`src/rtl/load_queue_mp.sv`:
```
// Multi-ported load queue: multi-lane dispatch, multi-port address writes, oldest-ready issue
// to the D-cache and multi-entry retire. LDQ_SPEC_ISSUE_EN lets loads bypass older stores.
module load_queue_mp #(
  parameter int unsigned ENTRIES      = 16,
  parameter int unsigned SDQ_ENTRIES  = 16,
  parameter int unsigned DISP_WIDTH   = 2,
  parameter int unsigned EXEC_PORTS   = 2,
  parameter int unsigned RETIRE_WIDTH = 2
) (
  input  logic                                          clk,
  input  logic                                          rst,
  input  logic                                          flush,
  input  logic [DISP_WIDTH-1:0]                         disp_vld,
  input  logic [DISP_WIDTH*($clog2(SDQ_ENTRIES)+1)-1:0] disp_sdq_marker,
  output logic [DISP_WIDTH*$clog2(ENTRIES)-1:0]         disp_ldq_idx,
  output logic                                          disp_full,
  input  logic [EXEC_PORTS-1:0]                         exec_vld,
  input  logic [EXEC_PORTS*$clog2(ENTRIES)-1:0]         exec_ldq_idx,
  input  logic [EXEC_PORTS*32-1:0]                      exec_addr,
  input  logic [$clog2(SDQ_ENTRIES):0]                  sdq_head_ptr,
  output logic                                          issue_vld,
  input  logic                                          issue_rdy,
  output logic [$clog2(ENTRIES)-1:0]                    issue_ldq_idx,
  output logic [31:0]                                   issue_addr,
  input  logic [$clog2(RETIRE_WIDTH+1)-1:0]             ret_cnt,
  output logic [$clog2(ENTRIES):0]                      count
);
  localparam int unsigned IW = $clog2(ENTRIES);
  localparam int unsigned PW = IW + 1;
  localparam int unsigned MW = $clog2(SDQ_ENTRIES) + 1;
  localparam int unsigned RW = $clog2(RETIRE_WIDTH + 1);

  logic [PW-1:0]      head_q, head_d, tail_q, tail_d;
  logic [ENTRIES-1:0] valid_q, valid_d, addr_vld_q, addr_vld_d;
  logic [ENTRIES-1:0] issued_q, issued_d, st_clr_q, st_clr_d;
  logic [31:0]        addr_q   [ENTRIES];
  logic [31:0]        addr_d   [ENTRIES];
  logic [MW-1:0]      marker_q [ENTRIES];
  logic [MW-1:0]      marker_d [ENTRIES];

  logic [PW-1:0]      disp_cnt;
  logic [ENTRIES-1:0] elig;
  logic               found;
  logic [IW-1:0]      sel, scan, ex_idx, al_idx;
  logic [MW-1:0]      diff;
  logic [RW-1:0]      ret_eff;

  // Lane i gets tail plus the number of valid lanes below it.
  always_comb begin
    disp_cnt = '0;
    for (int i = 0; i < DISP_WIDTH; i++) begin
      disp_ldq_idx[i*IW +: IW] = tail_q[IW-1:0] + disp_cnt[IW-1:0];
      disp_cnt = disp_cnt + PW'(disp_vld[i]);
    end
  end

  assign count     = tail_q - head_q;
  assign disp_full = count > PW'(ENTRIES - DISP_WIDTH);

`ifdef LDQ_SPEC_ISSUE_EN
  assign elig = valid_q & addr_vld_q & ~issued_q;
`else
  assign elig = valid_q & addr_vld_q & ~issued_q & st_clr_q;
`endif

  // Scan from head so the first hit is the oldest eligible load.
  always_comb begin
    found = 1'b0;
    sel   = '0;
    scan  = '0;
    for (int k = 0; k < ENTRIES; k++) begin
      scan = head_q[IW-1:0] + IW'(k);
      if (!found && elig[scan]) begin
        found = 1'b1;
        sel   = scan;
      end
    end
  end

  assign issue_vld     = found & ~flush;
  assign issue_ldq_idx = sel;
  assign issue_addr    = found ? addr_q[sel] : '0;

  always_comb begin
    head_d     = head_q;
    tail_d     = tail_q;
    valid_d    = valid_q;
    addr_vld_d = addr_vld_q;
    issued_d   = issued_q;
    st_clr_d   = st_clr_q;
    addr_d     = addr_q;
    marker_d   = marker_q;
    ex_idx     = '0;
    al_idx     = '0;
    diff       = '0;

    // A wrap-aware distance of exactly SDQ_ENTRIES means the SDQ was full at dispatch.
    for (int e = 0; e < ENTRIES; e++) begin
      diff = sdq_head_ptr - marker_q[e];
      if (valid_q[e] && (diff < MW'(SDQ_ENTRIES))) st_clr_d[e] = 1'b1;
    end

    if (issue_vld && issue_rdy) issued_d[sel] = 1'b1;

    for (int p = 0; p < EXEC_PORTS; p++) begin
      ex_idx = exec_ldq_idx[p*IW +: IW];
      if (exec_vld[p] && valid_q[ex_idx]) begin
        addr_d[ex_idx]     = exec_addr[p*32 +: 32];
        addr_vld_d[ex_idx] = 1'b1;
      end
    end

    ret_eff = (ret_cnt > RW'(RETIRE_WIDTH)) ? RW'(RETIRE_WIDTH) : ret_cnt;
    for (int r = 0; r < RETIRE_WIDTH; r++) begin
      if (RW'(r) < ret_eff) valid_d[head_q[IW-1:0] + IW'(r)] = 1'b0;
    end
    head_d = head_q + PW'(ret_eff);

    // Applied after exec so allocation wins a same-cycle collision.
    if (!disp_full) begin
      for (int i = 0; i < DISP_WIDTH; i++) begin
        if (disp_vld[i]) begin
          al_idx             = disp_ldq_idx[i*IW +: IW];
          valid_d[al_idx]    = 1'b1;
          marker_d[al_idx]   = disp_sdq_marker[i*MW +: MW];
          addr_vld_d[al_idx] = 1'b0;
          issued_d[al_idx]   = 1'b0;
          st_clr_d[al_idx]   = 1'b0;
        end
      end
      tail_d = tail_q + disp_cnt;
    end

    if (flush) begin
      valid_d = '0;
      head_d  = '0;
      tail_d  = '0;
    end
  end

  always_ff @(posedge clk or posedge rst) begin
    if (rst) begin
      head_q     <= '0;
      tail_q     <= '0;
      valid_q    <= '0;
      addr_vld_q <= '0;
      issued_q   <= '0;
      st_clr_q   <= '0;
      addr_q     <= '{default: '0};
      marker_q   <= '{default: '0};
    end else begin
      head_q     <= head_d;
      tail_q     <= tail_d;
      valid_q    <= valid_d;
      addr_vld_q <= addr_vld_d;
      issued_q   <= issued_d;
      st_clr_q   <= st_clr_d;
      addr_q     <= addr_d;
      marker_q   <= marker_d;
    end
  end

endmodule

```
`config.mk`:
```
export PLATFORM = sky130hd
export DESIGN_NAME = load_queue_mp
export DESIGN_NICKNAME = d
export VERILOG_FILES = /design/src/rtl/load_queue_mp.sv
export SDC_FILE = /design/constraint.sdc
export NUM_CORES = 2
export LEC_CHECK = 0
export BUFFER_PORTS_ARGS = -buffer_cell sky130_fd_sc_hd__buf_4
export CORE_MARGIN = 3
export CORE_UTILIZATION = 55
export CTS_BUF_LIST = sky130_fd_sc_hd__clkbuf_4 sky130_fd_sc_hd__clkbuf_8
export CTS_CLUSTER_DIAMETER = 100
export DETAILED_ROUTE_END_ITERATION = 8
export PLACE_DENSITY_LB_ADDON = 0.2
export SETUP_SLACK_MARGIN = 0.15
export SYNTH_ARGS = -nofsm -noshare
export SYNTH_HDL_FRONTEND = slang
export SYNTH_SLANG_ARGS = --single-unit
export TNS_END_PERCENT = 100
```
`constraint.sdc`:
```
create_clock -name clk -period 35.1 [get_ports clk]
set_input_delay 3.51 -clock clk [delete_from_list [all_inputs] [get_ports clk]]
set_output_delay 3.51 -clock clk [all_outputs]
set_load 0.01 [all_outputs]
```
==> results.json <==
{
  "run_status": "finished clean",
  "yosys_register_bits": 666,
  "synth-edff-count": 0,
  "post_cts_resized": 0,
  "p_switching_uw": 649,
  "final.setup.worst_slack_ns": 21.74,
  "seq_area_frac_synth": 0.404,
  "postRouteWirelength_um": 137000,
  "start_util": 0.560,
  "first_global_vias": 33778,
  "max_cap_viol_count": 0,
  "final_period_minus_worst_setup_slack_ns": 13.36,
  "clock.fmax_mhz": 74.8,
  "synth_async_reset_ratio": 1.00,
  "crit-reg2reg-launch": "head_q[1]$_DFF_PP0_",
  "routedWlPerCell_um": 25.1,
  "worstMarginPinSlew_ns": 1.32,
  "timing.critical_path.mode_cell": "sky130_fd_sc_hd__buf_4",
  "worst_setup_path_start_kind": "register",
  "pwr-share-comb": 0.204,
  "clock_power_share": 0.343,
  "synth_ff_type": "sky130_fd_sc_hd__dfrtp_1",
  "post_route_cells_drive_above_1_share": 0.108,
  "final_common_cell": "sky130_fd_sc_hd__mux2i_1",
  "power.static_leakage_uw": 0.0186,
  "port_buffers": 147,
  "critical-path-max-stage-delay_ns": 1.07,
  "design.portCount": 148,
  "syn-mean-instance-area_um2": 9.03,
  "place_congestion": 0.962,
  "synthesis.area_um2": 41300,
  "detail-route-antenna-nets": 0,
  "cts.sink_count": 666,
  "hold_path.class": "register to register",
  "cts_post_setup_buffers_inserted": 0,
  "die_w_um": 280,
  "cts-htree-levels": 3,
  "pwr_cell_area_nw_per_um2": 47.0,
  "slew_violations": 0,
  "grt_first_pass_wirelength_um": 210000,
  "synthToLayoutAreaGrowth_pct": 8.23,
  "cts_tree": "done",
  "place_worst_setup_slack_ns": 22.69,
  "timing.critical_path.required_ns": 31.59,
  "clock-root-buffer": "sky130_fd_sc_hd__clkbuf_8",
  "insertion_delay_ns": 0.78,
  "startpoint": "head_q[1]$_DFF_PP0_",
  "relSlewSlack": 0.122,
  "fin_skew_ns": 0.0737,
  "ir_drop_mv": 0.0401,
  "track_usage": 0.346,
  "post_synth_num_cell_types": 71,
  "netlist_instances": 4574,
  "worstRegToRegCells": 16,
  "hp-start": "issued_q[10]$_DFF_PP0_",
  "worstReg2RegEnd": "issued_q[3]$_DFF_PP0_",
  "crit_fanout": 91,
  "cts_made_buffers": 113,
  "cts.reportedPaths.clkPinSlew_ns": 0.06,
  "finalHoldViolCount": 0,
  "grt_antenna_before_repair": 7,
  "critical-path-slowest-cell": "sky130_fd_sc_hd__dfrtp_1",
  "post_cts_hold_buffer_count": 0,
  "worstPathCellList": "inv_1 > ha_1 > clkinv_1 > mux4_2 > o22ai_1 > nand2b_1 > or3_1 > or4b_4 > or3_1 > nand3_4 > buf_4 > buf_4 > o211ai_1 > o211ai_1 > a21oi_1 > a2111o_1 > buf_4",
  "crit_path_category": "register to primary output",
  "end_kind": "primary output",
  "drc": 0,
  "nets": 4600,
  "internal-power_uw": 1450,
  "overflow": 0,
  "die_height_um": 280,
  "sw_frac_of_total": 0.309,
  "fin_setup_tns_ns": 0,
  "critPathArrivalTime_ns": 9.85,
  "fp.dieArea_um2": 78400,
  "total_number_of_vias": 35031,
  "synth_nets": 4744,
  "final_cell_mix": "sky130_fd_sc_hd__mux2i_1, sky130_fd_sc_hd__dfrtp_1, sky130_fd_sc_hd__nand2_1, sky130_fd_sc_hd__o211ai_1, sky130_fd_sc_hd__a21oi_1",
  "report.final.setup_viol": 0,
  "floorplan.rows": 99,
  "route.detailed.vias_per_inst": 6.41,
  "hpwl_after_detailed_placement_um": 77100,
  "drt-initial-drc-count": 3914,
  "grt_setup_unrepaired": "no",
  "placeableCoreArea_um2": 73700,
  "ys_warn_count": 0,
  "cts.path.max_buffers": 3,
  "firstDrtPassIters": 7,
  "cp-endpoint": "issue_addr[0]",
  "final_min_period_over_clock_period": 0.381,
  "pwr-share-seq": 0.454,
  "ff2ff_setup_slack_ns": 26.48,
  "largest_net_degree_at_the_start_of_global_routing": 193
}
==> how the worst min path moves through the flow <==
stage / endpoint / slack (ns) / cells past startpoint
final: issued_q[10]$_DFF_PP0_ / 0.51 / 1
after global routing: issued_q[10]$_DFF_PP0_ / 0.53 / 1
after CTS: issued_q[10]$_DFF_PP0_ / 0.51 / 1
after detailed placement: issued_q[15]$_DFF_PP0_ / 0.49 / 2
after global placement: issued_q[6]$_DFF_PP0_ / 0.48 / 2
after floorplan: issued_q[12]$_DFF_PP0_ / 0.47 / 2
==> synth_stat cells (all sizes together) (24+ instances only) <==
cell type / n / area share
dfrtp: 666 / 0.40
nor3: 24 / 0.0029
clkbuf: 309 / 0.028
mux2i: 715 / 0.17
xnor2: 30 / 0.0065
inv: 277 / 0.025
o21ai: 398 / 0.048
o211ai: 403 / 0.073
nand2: 461 / 0.042
a21o: 35 / 0.0064
mux4: 35 / 0.019
ha: 70 / 0.021
a2111o: 34 / 0.0093
a21oi: 398 / 0.048
nor2: 323 / 0.029
buf: 152 / 0.018
==> layout make-up <==
type,count,area (um^2)
Fill cell,6325,29000
Inverter,281,1070
Timing Repair Buffer,202,1580
Clock inverter,11,101
Clock buffer,177,2150
Sequential cell,666,16700
Multi-Input combinational cell,3166,21900
Tap cell,959,1200
Antenna cell,3,7.51
==> per-layer routing <==
layer | vias up | global-route usage | routed length, um
met5 | - | 0 | 57
met4 | 8 | 0.119 | 4460
met3 | 335 | 0.0806 | 13700
met2 | 1831 | 0.527 | 60900
met1 | 17010 | 0.489 | 58100
li1 | 15847 | - | -
==> power groups by stage <==
stage | Combinational, uW | Sequential (uW) | Clock [uW]
6_report | 428 | 953 | 720
5_1_grt | 478 | 967 | 760
4_1_cts | 425 | 952 | 725
3_5_place_dp | 425 | 964 | 0
3_3_place_gp | 412 | 961 | 0
2_1_floorplan | 319 | 946 | 0
==> sequential cells by signal (all words and copies together), names as in the netlist <==
name        count
head_q          5
marker_q       80
st_clr_q       16
issued_q       16
tail_q          5
valid_q        16
addr_q        512
addr_vld_q     16
==> worst max-delay path, delay by kind of cell (launching register included) <==
kind | cells | cell delay (ns)
compound gates | 5 | 1.07
mux | 1 | 0.51
fa+ha+maj | 1 | 0.98
simple gates | 5 | 2.32
buf+inv | 5 | 3.01
flops | 1 | 1.07
==> stage by stage <==
stage               area [um^2]  utilization  hold slack, ns  power, uW  std cells
finish                    44700        0.606           0.507       2100       5465
global route              44700        0.606           0.525       2210       5464
CTS                       44700        0.606           0.509       2100       5462
detailed placement        42400        0.576           0.493       1390       5274
global placement          42400        0.576           0.484       1370       5274
floorplan                 41300            -           0.469       1270       4574
==> kinds of logic after synthesis <==
group           share of synthesized area
fa+ha+maj                          0.0227
simple gates                       0.0988
flops                               0.404
compound gates                      0.198
buf+inv                            0.0717
xor+xnor                           0.0112
mux                                 0.194
Note: power is estimated with default switching activity, not from simulation.
